--- src/rtl/fp_iter_divider.sv ---
// Multi-cycle IEEE-754 single-precision divider, io_out_q = io_in_a / io_in_b.
// Restoring mantissa division (one quotient bit per cycle), truncating, denormals flushed to zero.
module fp_iter_divider (
   input  logic        clock,
   input  logic        reset,
   input  logic        io_in_valid,
   output logic        io_in_ready,
   input  logic [31:0] io_in_a,
   input  logic [31:0] io_in_b,
   output logic        io_out_valid,
   input  logic        io_out_ready,
   output logic [31:0] io_out_q
);

   typedef enum logic [1:0] {
      IDLE = 2'd0,
      DIV  = 2'd1,
      NORM = 2'd2,
      DONE = 2'd3
   } state_t;

   localparam logic [31:0] QNAN = 32'h7FC0_0000;

   state_t             state_q,     state_d;
   logic               in_ready_q,  in_ready_d;
   logic               out_valid_q, out_valid_d;
   logic [31:0]        result_q,    result_d;
   logic               sign_q,      sign_d;
   logic [7:0]         ea_q,        ea_d;
   logic [7:0]         eb_q,        eb_d;
   logic [23:0]        ma_q,        ma_d;
   logic [23:0]        mb_q,        mb_d;
   logic signed [9:0]  exp_q,       exp_d;
   logic [24:0]        rem_q,       rem_d;
   logic [24:0]        quo_q,       quo_d;
   logic [4:0]         cnt_q,       cnt_d;

   logic               accept_s;
   logic               sign_s;
   logic               special_s;
   logic [31:0]        special_q_s;
   logic               rem_ge_s;
   logic [24:0]        rem_sub_s;
   logic signed [9:0]  exp_norm_s;
   logic [22:0]        frac_s;
   logic [31:0]        norm_q_s;

   function automatic logic is_zero(input logic [31:0] x);
      is_zero = (x[30:23] == 8'd0);
   endfunction

   function automatic logic is_inf(input logic [31:0] x);
      is_inf = (x[30:23] == 8'hFF) && (x[22:0] == 23'd0);
   endfunction

   function automatic logic is_nan(input logic [31:0] x);
      is_nan = (x[30:23] == 8'hFF) && (x[22:0] != 23'd0);
   endfunction

   assign accept_s     = io_in_valid & in_ready_q & (state_q == IDLE);
   assign io_in_ready  = in_ready_q;
   assign io_out_valid = out_valid_q;
   assign io_out_q     = result_q;

   // Operand classification: special results bypass the iterative datapath.
   always_comb begin
      sign_s      = io_in_a[31] ^ io_in_b[31];
      special_s   = 1'b1;
      special_q_s = 32'h0000_0000;
      if (is_nan(io_in_a) || is_nan(io_in_b) ||
          (is_zero(io_in_a) && is_zero(io_in_b)) ||
          (is_inf(io_in_a) && is_inf(io_in_b))) begin
         special_q_s = QNAN;
      end else if (is_inf(io_in_a) || is_zero(io_in_b)) begin
         special_q_s = {sign_s, 31'h7F80_0000};
      end else if (is_zero(io_in_a) || is_inf(io_in_b)) begin
         special_q_s = {sign_s, 31'd0};
      end else begin
         special_s   = 1'b0;
         special_q_s = 32'h0000_0000;
      end
   end

   // Restoring step: the remainder never exceeds twice the divisor, so 25 bits suffice.
   always_comb begin
      rem_ge_s  = (rem_q >= {1'b0, mb_q});
      rem_sub_s = rem_q - {1'b0, mb_q};
   end

   // Normalisation of the 25-bit quotient and exponent range check.
   always_comb begin
      if (quo_q[24]) begin
         exp_norm_s = exp_q + 10'sd1;
         frac_s     = quo_q[23:1];
      end else begin
         exp_norm_s = exp_q;
         frac_s     = quo_q[22:0];
      end
      if (exp_norm_s >= 10'sd255) begin
         norm_q_s = {sign_q, 8'hFF, 23'd0};
      end else if (exp_norm_s <= 10'sd0) begin
         norm_q_s = {sign_q, 31'd0};
      end else begin
         norm_q_s = {sign_q, exp_norm_s[7:0], frac_s};
      end
   end

   // Next-state logic for the control FSM.
   always_comb begin
      state_d = state_q;
      case (state_q)
         IDLE: begin
            if (accept_s) begin
               if (special_s) begin
                  state_d = DONE;
               end else begin
                  state_d = DIV;
               end
            end else begin
               state_d = IDLE;
            end
         end
         DIV: begin
            if (cnt_q == 5'd25) begin
               state_d = NORM;
            end else begin
               state_d = DIV;
            end
         end
         NORM: state_d = DONE;
         DONE: begin
            if (io_out_ready) begin
               state_d = IDLE;
            end else begin
               state_d = DONE;
            end
         end
         default: state_d = IDLE;
      endcase
   end

   // Datapath next-state; DIV cycle 0 seeds the remainder and exponent, cycles 1..25 each yield one bit.
   always_comb begin
      sign_d      = sign_q;
      ea_d        = ea_q;
      eb_d        = eb_q;
      ma_d        = ma_q;
      mb_d        = mb_q;
      exp_d       = exp_q;
      rem_d       = rem_q;
      quo_d       = quo_q;
      cnt_d       = cnt_q;
      result_d    = result_q;
      in_ready_d  = (state_d == IDLE);
      out_valid_d = (state_d == DONE);
      case (state_q)
         IDLE: begin
            if (accept_s) begin
               sign_d = sign_s;
               ea_d   = io_in_a[30:23];
               eb_d   = io_in_b[30:23];
               ma_d   = {1'b1, io_in_a[22:0]};
               mb_d   = {1'b1, io_in_b[22:0]};
               rem_d  = 25'd0;
               quo_d  = 25'd0;
               cnt_d  = 5'd0;
               exp_d  = 10'sd0;
               if (special_s) begin
                  result_d = special_q_s;
               end else begin
                  result_d = result_q;
               end
            end else begin
               cnt_d = cnt_q;
            end
         end
         DIV: begin
            cnt_d = cnt_q + 5'd1;
            if (cnt_q == 5'd0) begin
               rem_d = {1'b0, ma_q};
               quo_d = 25'd0;
               exp_d = $signed({2'b00, ea_q}) - $signed({2'b00, eb_q}) + 10'sd126;
            end else if (rem_ge_s) begin
               rem_d = {rem_sub_s[23:0], 1'b0};
               quo_d = {quo_q[23:0], 1'b1};
            end else begin
               rem_d = {rem_q[23:0], 1'b0};
               quo_d = {quo_q[23:0], 1'b0};
            end
         end
         NORM: result_d = norm_q_s;
         DONE: result_d = result_q;
         default: result_d = result_q;
      endcase
   end

   // State and datapath registers with synchronous reset.
   always_ff @(posedge clock) begin
      if (reset) begin
         state_q     <= IDLE;
         in_ready_q  <= 1'b1;
         out_valid_q <= 1'b0;
         result_q    <= 32'h0000_0000;
         sign_q      <= 1'b0;
         ea_q        <= 8'd0;
         eb_q        <= 8'd0;
         ma_q        <= 24'd0;
         mb_q        <= 24'd0;
         exp_q       <= 10'sd0;
         rem_q       <= 25'd0;
         quo_q       <= 25'd0;
         cnt_q       <= 5'd0;
      end else begin
         state_q     <= state_d;
         in_ready_q  <= in_ready_d;
         out_valid_q <= out_valid_d;
         result_q    <= result_d;
         sign_q      <= sign_d;
         ea_q        <= ea_d;
         eb_q        <= eb_d;
         ma_q        <= ma_d;
         mb_q        <= mb_d;
         exp_q       <= exp_d;
         rem_q       <= rem_d;
         quo_q       <= quo_d;
         cnt_q       <= cnt_d;
      end
   end

endmodule
--- config.mk ---
export PLATFORM = sky130hd
export DESIGN_NAME = fp_iter_divider
export DESIGN_NICKNAME = d
export VERILOG_FILES = /design/src/rtl/fp_iter_divider.sv
export SDC_FILE = /design/constraint.sdc
export NUM_CORES = 1
export LEC_CHECK = 0
export CORE_AREA = 2 2 135 137
export CTS_CLUSTER_SIZE = 8
export DETAILED_ROUTE_END_ITERATION = 12
export DIE_AREA = 0 0 137 139
export GPL_TIMING_DRIVEN = 0
export PLACE_DENSITY = 0.79
export SYNTH_ARGS = -nofsm -noshare
export SYNTH_HDL_FRONTEND = slang
export SYNTH_SLANG_ARGS = --single-unit
--- constraint.sdc ---
create_clock -name clock -period 2.5 [get_ports clock]
set_input_delay 0.625 -clock clock [delete_from_list [all_inputs] [get_ports clock]]
set_output_delay 0.625 -clock clock [all_outputs]
set_load 0.05 [all_outputs]
=== After elaboration in Yosys (flattened, before gate mapping) ===
Cells that the tools add are included.

* Output and inout port bits: 34
* Logic and storage cells: 90
* Input port bits: 68
* Register bits after elaboration: 166

* Bitwise logic cells: 3
* $lt $le $gt $ge: 3
* Add/subtract/negate cells: 5
* Multiplexer cells: 30
* Equal/unequal tests: 10
* Reductions and logical operators: 26

{| class="wikitable"
|+ Operators by type and width
! operator !! count
|-
| 32-bit two-way mux || 5
|-
| 25-bit two-way mux || 4
|-
| 25-bit case mux with 2 select lines || 2
|-
| 32-bit case mux with 2 select lines || 1
|-
| 31-bit two-way mux || 2
|-
| 23-bit logical NOT || 2
|-
| 23-bit nonzero test || 2
|-
| 10-bit two-way mux || 3
|-
| 25-bit by 24-bit >= comparator with 1-bit output || 1
|-
| 24-bit subtractor || 1
|-
| 23-bit two-way mux || 1
|-
| 10-bit case mux with 2 select lines || 1
|-
| 8-bit equality test, second input constant || 2
|-
| 8-bit logical NOT || 2
|-
| 10-bit by 2-bit adder with 10-bit output, second input constant || 1
|-
| 9-bit by 8-bit adder with 10-bit output, second input constant || 1
|-
| 10-bit by 9-bit >= comparator with 1-bit output, second input constant || 1
|-
| 10-bit by 1-bit <= comparator with 1-bit output, second input constant || 1
|-
| 5-bit case mux with 2 select lines || 1
|-
| 8-bit by 8-bit subtractor with 9-bit output || 1
|-
| 2-bit two-way mux || 4
|-
| 2-bit case mux with 4 select lines || 1
|-
| 2-bit equality test, second input constant || 3
|-
| 1-bit logical AND || 6
|-
| 14 further kinds || 28
|}

=== Longest topological paths before layout ===
Gate-level depths: netlist of run 1.

* Word-level depth: 10
* Gate-level depth with buffers: 13
* Depth with buffers taken out: 13

=== Worst setup path after synthesis of run 1 ===
No wires, ideal clock.

* Path kind: register -> register
* Start: reg mb_q[1]
* End: reg rem_q[3]
* Library setup time: 103 ps
* Path buffers: 0
* Slack: -68 ps
* Data required time: 2397 ps
* Cell stages (with the launch flop): 12
* Period minus slack after synthesis: 2568 ps
* Arrival: 2465 ps
* Cell sequence: dfxtp_1 > inv_1 > ha_1 > nor2b_4 > o21ba_4 > o311ai_4 > a211oi_1 > nand2b_4 > o31ai_4 > nand2_4 > mux2i_1 > a2111oi_2

* Cells in the longest elaborated chain, start to end: 4
* Elaborated cells between the ends (all ways): 5
* Those cells by class: 1 x add/sub; 1 x order compare; 3 x mux

{| class="wikitable"
|+ Ends and longest elaborated chain
! what !! RTL line !! source
|-
| from (decl) || 32 || <nowiki>logic [23:0] mb_q, mb_d;</nowiki>
|-
| from (signal assigned) || 222 || <nowiki>mb_q <= mb_d;</nowiki>
|-
| 24-bit subtractor / 25-bit by 24-bit >= comparator with 1-bit output (equally long branches) || 87, 86 ||
|-
| 25-bit two-way mux (*) || 183 || <nowiki>end else if (rem_ge_s) begin</nowiki>
|-
| 25-bit two-way mux (*) || 179 || <nowiki>if (cnt_q == 5'd0) begin</nowiki>
|-
| 25-bit case mux with 2 select lines (*) || 156 || <nowiki>case (state_q)</nowiki>
|-
| to (signal assigned) || 224 || <nowiki>rem_q <= rem_d;</nowiki>
|-
| to (decl) || 34 || <nowiki>logic [24:0] rem_q, rem_d;</nowiki>
|}

Every way passes the cells marked *; elsewhere a longest branch is shown, timed or not.
A chain may end at the register's enable or synchronous reset.

=== Final worst setup path of run 1 ===
* Start: reg mb_q[1]
* End: reg rem_q[22]

Same word-level chain as after synthesis.

==> metrics, run 1 <==
number of pins exceeding their max-slew limit in the final report=0; relative slew slack=39.25%; flop-to-flop setup slack=-0.14 ns; met2 track utilization from global routing=42.21%; share of cells above drive strength 1=18.06%; Residual DRC=0; Register-to-Register Path Depth=13; ANT cells=0; slew at the pin with the worst max-slew slack=0.9113 ns; Die Ht=139 um; ANT nets after route=0; First-pass DRT Iterations=6; maximum frequency from static timing analysis=379.3 MHz; gate count of the mapped netlist=1094; Top Usage Layer GRT=met2; power per standard cell area=703.5 mW/mm2; Worst setup endpoint=rem_q[22]$_SDFFE_PP0P_; reported max-cap violation count=0; post-route clock skew=0.01017 ns; total of flip-flops plus latches after synthesis=165; count of clock tree sinks=165; required time reported for the critical path endpoint=2.80 ns; share of the clock period used by the worst path after layout=105.5%; cell area after placement=0.01012 mm2; path type of the worst setup path=reg2reg; number of enable-type register cells in the synthesized netlist=0; slack of the critical path=-0.1367 ns; horizontal die dimension=137 um; clock root buffer=sky130_fd_sc_hd__clkbuf_16; fraction of the yosys area taken by sequential cells=37.38%; primary flip-flop cell chosen by synthesis mapping=sky130_fd_sc_hd__dfxtp_1; initial drt markers=1046; die area=0.01904 mm2; Initial Utilization=50.04%; Core Box Area=0.01766 mm2; routing usage on met1=38.77%; setup repair after global routing missed its margin=true; Max FO, Critical Path=8; nets in the synthesized netlist=1201; violated checks=negative setup slack; vias post-DR=9066; Final min period=2.637 ns; Skew-Pair Late Insertion Delay=0.45 ns; final net count=1351; Vias per Instance=6.101; wire length of the first global-routing pass=42090 um; type of element capturing the critical path=flop; Yosys Warn Count=0; maximum vdd drop=0.5714 mV; layout overhead on the synthesized area=33.39%; Avg WL per Cell=18.81 um; proportion of register bits with asynchronous set or reset after synthesis=0%; final standard cell area without fillers=0.01179 mm2; placer's final routability congestion estimate=0.9349; via count of the first global-routing pass=8221; met3 track demand over resource in global routing=6.798%; result of the run=finished with violations; leakage power total=4.301 nW; Clk pin slew, worst setup/hold paths=0.08 ns; largest net degree at the start of global routing=21; hold-fix buffer count after cts=0; number of hold violations in the final report=0; number of input and output port buffers inserted=100; number of H-tree levels=4; CTS max path bufs=2; post-layout power=8.292 mW; capturing point of the worst reg2reg path=rem_q[22]$_SDFFE_PP0P_; layout filler cell count=1395; final HPWL from detailed placement=18630 um; Mapped Avg Cell Area=8.077 um2; startpoint of the most critical register-to-register path=mb_q[1]$_SDFFE_PP0P_; num ports=102; utilization after layout=66.75%; signal arrival time at the worst endpoint=2.93 ns; Routed WL=27950 um; Std-Cell Rows=49; endpoints failing setup=26; total routing usage reported by global routing=28.08%; launching instance or port of the critical path=mb_q[1]$_SDFFE_PP0P_; number of antenna violations at the first check in global routing=0; clock tree from TritonCTS=built; post-synthesis instance area=0.008836 mm2; HP Class=reg2reg; hold-critical path depth=2; CP Launch Type=flop; Cell variety after synth=66; total global routing overflow=0; TritonCTS buffer count=17
cell usage in the layout, fill, tap and decap left out, drive strengths merged, types with 3 or more instances in the layout:
cell type and n:
ha 37, a211oi 10, nor3b 3, nor4 17, a221oi 5, o21bai 5
dfxtp 165, nor3 22, xor2 16, a22oi 73, a311oi 4, o22ai 19
mux2 23, a2111oi 3, clkdlybuf4s50 99, xnor2 28, nor2b 6, and2 4
nand2b 8, a21o 9, nand4 17, o21a 6, buf 46, a31oi 11
nor4b 3, a21oi 106, o211ai 3, inv 55, nand3 16, clkbuf 71
mux2i 24, nand2 167, clkinv 9, nor2 105, o21ai 28, or3 4
report_power, final:
group	internal [mW]	switching [mW]	total [mW]
Combinational	1.28	1.46	2.73
Sequential	2.74	0.0958	2.83
Clock	1.37	1.35	2.73
Total	5.39	2.91	8.29
worst max-delay path, cell delays in order (launching register included):
cell,delay (ns)
sky130_fd_sc_hd__dfxtp_2,0.36
sky130_fd_sc_hd__inv_4,0.05
sky130_fd_sc_hd__ha_4,0.21
sky130_fd_sc_hd__nor2b_4,0.12
sky130_fd_sc_hd__o21ba_4,0.22
sky130_fd_sc_hd__o311ai_4,0.26
sky130_fd_sc_hd__a211oi_2,0.13
sky130_fd_sc_hd__nand2b_4,0.16
sky130_fd_sc_hd__o31ai_4,0.24
sky130_fd_sc_hd__nand2_4,0.10
sky130_fd_sc_hd__buf_12,0.18
sky130_fd_sc_hd__buf_12,0.14
sky130_fd_sc_hd__mux2i_1,0.20
sky130_fd_sc_hd__o22ai_1,0.11
flip-flops by register name, summed over array words and instances, names as in the netlist:
signal and count:
state_q 2, ma_q 24, rem_q 25, exp_q 10, io_out_q 32, quo_q 25
eb_q 8, io_out_valid 1, sign_q 1, mb_q 23, cnt_q 5, ea_q 8
io_in_ready 1
area by class of cell:
class	count	area, um2	share of cell area [%]
Inverter	49	186.4	1.582
Clock inverter	15	201.4	1.709
Tap cell	229	286.5	2.431
Sequential cell	165	3317	28.14
Buffer	67	322.8	2.739
Timing Repair Buffer	134	1336	11.34
Clock buffer	17	425.4	3.609
Multi-Input combinational cell	810	5710	48.45
cells in the mapped netlist, types with 17 or more instances:
cell | n | share of area, %
sky130_fd_sc_hd__a22oi_1 | 73 | 6.2
sky130_fd_sc_hd__nor3_1 | 22 | 1.2
sky130_fd_sc_hd__o22ai_1 | 19 | 1.3
sky130_fd_sc_hd__dfxtp_1 | 165 | 37
sky130_fd_sc_hd__ha_1 | 37 | 5.2
sky130_fd_sc_hd__nand4_1 | 17 | 1.2
sky130_fd_sc_hd__inv_1 | 48 | 2.0
sky130_fd_sc_hd__a21oi_1 | 106 | 6.0
sky130_fd_sc_hd__mux2_2 | 23 | 2.9
sky130_fd_sc_hd__nor4_1 | 17 | 1.2
sky130_fd_sc_hd__o21ai_0 | 25 | 1.4
sky130_fd_sc_hd__xnor2_1 | 28 | 2.8
sky130_fd_sc_hd__mux2i_1 | 24 | 2.7
sky130_fd_sc_hd__clkbuf_1 | 51 | 2.2
sky130_fd_sc_hd__nor2_1 | 105 | 4.5
sky130_fd_sc_hd__nand2_1 | 166 | 7.1
stage by stage:
step / TNS (ns) / hold slack, ns / setup slack [ns] / std cells
floorplan: 0 / 0.4332 / 0.00003331 / 1094
global placement: -43.36 / 0.4441 / -0.8702 / 1423
detailed placement: -48.85 / 0.4480 / -0.8817 / 1423
CTS: -1.588 / 0.4581 / -0.1034 / 1474
global route: -4.599 / 0.4794 / -0.2092 / 1486
finish: -1.728 / 0.4555 / -0.1367 / 1486
metal layers:
metal,part of all wire (%),up-vias
met1,42,4285
met2,45,494
met3,9.5,85
met5,0,-
met4,3.0,0
li1,-,4202
repair_timing:
action                     4_1_cts  5_1_grt
gates cloned                     2        0
setup buffers                   19       13
resized for setup               72      101
pin swaps                       33       25
setup endpoints to repair       61      126
kinds of logic (layout without fill, tap and decap cells):
group | count (synthesis) | after routing | synth area share (%)
multiplexers | 47 | 47 | 5.650
XOR/XNOR | 44 | 44 | 4.361
buffers and inverters | 119 | 282 | 5.324
flip-flops | 165 | 165 | 37.38
AND/OR/NAND/NOR | 382 | 382 | 19.36
adder cells (fa/ha/maj) | 39 | 39 | 5.692
AO/OA/AOI/OAI | 298 | 298 | 22.23
how the worst min path moves through the flow:
stage	from	to	slack (ns)
2_1_floorplan	ma_q[18]$_SDFFE_PP0P_	ma_q[18]$_SDFFE_PP0P_	0.43
3_3_place_gp	mb_q[12]$_SDFFE_PP0P_	mb_q[12]$_SDFFE_PP0P_	0.44
3_5_place_dp	mb_q[9]$_SDFFE_PP0P_	mb_q[9]$_SDFFE_PP0P_	0.45
4_1_cts	mb_q[9]$_SDFFE_PP0P_	mb_q[9]$_SDFFE_PP0P_	0.46
5_1_grt	mb_q[5]$_SDFFE_PP0P_	mb_q[5]$_SDFFE_PP0P_	0.48
6_report	mb_q[5]$_SDFFE_PP0P_	mb_q[5]$_SDFFE_PP0P_	0.46
Power figures use the tool's default switching activity.
==> run 2, diff against run 1 <==
--- a/config.mk
+++ b/config.mk
@@ -10,7 +10,7 @@
 export DETAILED_ROUTE_END_ITERATION = 12
 export DIE_AREA = 0 0 137 139
 export GPL_TIMING_DRIVEN = 0
-export PLACE_DENSITY = 0.79
+export PLACE_DENSITY = 0.74
 export SYNTH_ARGS = -nofsm -noshare
 export SYNTH_HDL_FRONTEND = slang
 export SYNTH_SLANG_ARGS = --single-unit
==> metrics, run 2 (same netlist as run 1, synthesis figures left out) <==
clock tree from TritonCTS=built; ANT cells=0 (unchanged); cell area after placement=0.01012 mm2 (unchanged); placer's final routability congestion estimate=0.9379 (+0.32%); Core Box Area=0.01766 mm2 (unchanged); Max FO, Critical Path=5 (-3); vias post-DR=8933 (-1.5%); relative slew slack=44.99% (+5.7 points); Initial Utilization=50.04% (unchanged); ANT nets after route=0 (unchanged); maximum vdd drop=0.5367 mV (-6.1%); num ports=102 (unchanged); number of pins exceeding their max-slew limit in the final report=0 (unchanged); Register-to-Register Path Depth=13 (unchanged); clock root buffer=sky130_fd_sc_hd__clkbuf_16; layout filler cell count=1423 (+2.0%); Critical Path, Cell by Cell=inv_1, ha_1, a21oi_2, nand2b_1, o211ai_1, buf_4, nand2b_4, o31ai_4, nand2_4, buf_4, buf_16, mux2i_1, o22ai_1; largest net degree at the start of global routing=19 (-9.5%); endpoints failing setup=26 (unchanged); final standard cell area without fillers=0.01180 mm2 (about the same); power per standard cell area=696.8 mW/mm2 (-0.96%); hold-critical path depth=2 (unchanged); flop-to-flop setup slack=-0.21 ns (-0.07 ns); reported max-cap violation count=0 (unchanged); path type of the worst setup path=reg2reg; type of element capturing the critical path=flop; slack of the critical path=-0.2055 ns (-0.06872 ns); Std-Cell Rows=49 (unchanged); capturing point of the worst reg2reg path=rem_q[24]$_SDFFE_PP0P_; HP Class=reg2reg; share of the clock period used by the worst path after layout=108.2% (+2.7 points); First-pass DRT Iterations=7 (+1); CP max stage cell=sky130_fd_sc_hd__ha_1; layout overhead on the synthesized area=33.52% (about the same); CP Launch Type=flop; post-layout power=8.220 mW (-0.87%); initial drt markers=902 (-14%); TritonCTS buffer count=17 (unchanged); hold-fix buffer count after cts=0 (unchanged); most common library cell in the layout ignoring fill and taps=sky130_fd_sc_hd__nand2_1; post-route clock skew=0.01193 ns (+0.001764 ns); leakage power total=4.292 nW (-0.20%); Final min period=2.705 ns (+0.06872 ns); min-delay src=mb_q[18]$_SDFFE_PP0P_; required time reported for the critical path endpoint=2.80 ns (about the same); share of cells above drive strength 1=18.50% (+0.44 points); startpoint of the most critical register-to-register path=mb_q[12]$_SDFFE_PP0P_; via count of the first global-routing pass=8252 (+0.38%); worst hold margin=0.4579 ns (+0.002400 ns); violated checks=negative setup slack; biggest cell delay along the critical path=0.37 ns (about the same); number of H-tree levels=4 (unchanged); final net count=1348 (-0.22%); Vias per Instance=6.024 (-1.3%); signal arrival time at the worst endpoint=3.00 ns (+0.07 ns); flip-flop count of the largest register, all copies and words added=32 (unchanged); total routing usage reported by global routing=27.97% (-0.12 points); highest-count cells in the layout ignoring fill and taps=sky130_fd_sc_hd__nand2_1 (165), sky130_fd_sc_hd__dfxtp_1 (153), sky130_fd_sc_hd__clkdlybuf4s50_1 (99), sky130_fd_sc_hd__a21oi_1 (97), sky130_fd_sc_hd__nor2_1 (96); final HPWL from detailed placement=18440 um (-1.0%); count of clock tree sinks=165 (unchanged); setup repair after global routing missed its margin=true; CTS max path bufs=2 (unchanged); delay-heaviest family, CP=compound AO/OA/AOI/OAI gates; utilization after layout=66.82% (about the same); total global routing overflow=0 (unchanged); maximum frequency from static timing analysis=369.6 MHz (-2.5%); number of antenna violations at the first check in global routing=0 (unchanged); Clk pin slew, worst setup/hold paths=0.07 ns (about the same); Buf/Inv on CP=4 (+1); die area=0.01904 mm2 (unchanged); sink of the worst hold path=mb_q[18]$_SDFFE_PP0P_; horizontal die dimension=137 um (unchanged); number of hold violations in the final report=0 (unchanged); slew at the pin with the worst max-slew slack=0.8202 ns (-0.09102 ns); Skew-Pair Late Insertion Delay=0.45 ns (about the same); most used cell, CP=sky130_fd_sc_hd__buf_4; number of input and output port buffers inserted=100 (unchanged); Avg WL per Cell=18.36 um (-2.4%); Residual DRC=0 (unchanged); Routed WL=27230 um (-2.6%); wire length of the first global-routing pass=42210 um (+0.28%); Die Ht=139 um (unchanged); result of the run=finished with violations
run 2: how the worst max path moves through the flow:
| stage | start | to | slack, ns | cells past startpoint |
|---|---|---|---|---|
| floorplan | mb_q[1]$_SDFFE_PP0P_ | rem_q[3]$_SDFFE_PP0P_ | 0.00003 | 11 |
| global placement | io_in_b[30] | io_out_q[23]$_SDFFE_PP0P_ | -0.90 | 8 |
| detailed placement | io_in_b[30] | io_out_q[23]$_SDFFE_PP0P_ | -0.91 | 8 |
| CTS | mb_q[1]$_SDFFE_PP0P_ | rem_q[15]$_SDFFE_PP0P_ | -0.12 | 13 |
| global route | mb_q[12]$_SDFFE_PP0P_ | rem_q[3]$_SDFFE_PP0P_ | -0.31 | 12 |
| finish | mb_q[12]$_SDFFE_PP0P_ | rem_q[24]$_SDFFE_PP0P_ | -0.21 | 13 |
run 2: area by class of cell:
type | count | area, um2 | share of cell area (%)
timing repair buffer | 133 | 1349 | 11.43
buffer | 65 | 319.1 | 2.704
inverter | 49 | 186.4 | 1.580
clock inverter | 15 | 151.4 | 1.283
clock buffer | 17 | 425.4 | 3.606
tap | 229 | 286.5 | 2.429
sequential | 165 | 3323 | 28.17
multi-input combinational | 810 | 5757 | 48.80
run 2: what timing repair did:
action	CTS	global route
pin swaps	32	44
setup endpoints to repair	62	110
setup buffers	20	13
resized for setup	76	116
gates cloned	2	0
run 2: metal layers:
| layer | share of wire (%) | global-route usage, % |
|---|---|---|
| met3 | 8.9 | 6.213 |
| met5 | 0 | 0 |
| met4 | 3.0 | 8.953 |
| met1 | 44 | 40.25 |
| met2 | 44 | 41.37 |
run 2: worst reg2reg max path, stage by stage (launching register included):
cell and delay (ns):
sky130_fd_sc_hd__dfxtp_1 0.33, sky130_fd_sc_hd__inv_1 0.05, sky130_fd_sc_hd__ha_1 0.37, sky130_fd_sc_hd__a21oi_2 0.24, sky130_fd_sc_hd__nand2b_1 0.12, sky130_fd_sc_hd__o211ai_1 0.22
sky130_fd_sc_hd__buf_4 0.17, sky130_fd_sc_hd__nand2b_4 0.06, sky130_fd_sc_hd__o31ai_4 0.25, sky130_fd_sc_hd__nand2_4 0.12, sky130_fd_sc_hd__buf_4 0.21, sky130_fd_sc_hd__buf_16 0.14
sky130_fd_sc_hd__mux2i_1 0.18, sky130_fd_sc_hd__o22ai_1 0.11
run 2: power by group:
part	leakage, nW	switching [mW]	internal [mW]
combinational	2.67	1.46	1.31
sequential	1.35	0.0850	2.74
clock	0.278	1.29	1.33
run 2: through the flow:
step / instances / setup TNS [ns] / worst slack, ns
6_report: 1483 / -3.541 / -0.2055
5_1_grt: 1483 / -8.268 / -0.3130
3_3_place_gp: 1423 / -49.52 / -0.9028
2_1_floorplan: 1094 / 0 / 0.00003331
3_5_place_dp: 1423 / -52.66 / -0.9098
4_1_cts: 1476 / -2.234 / -0.1209
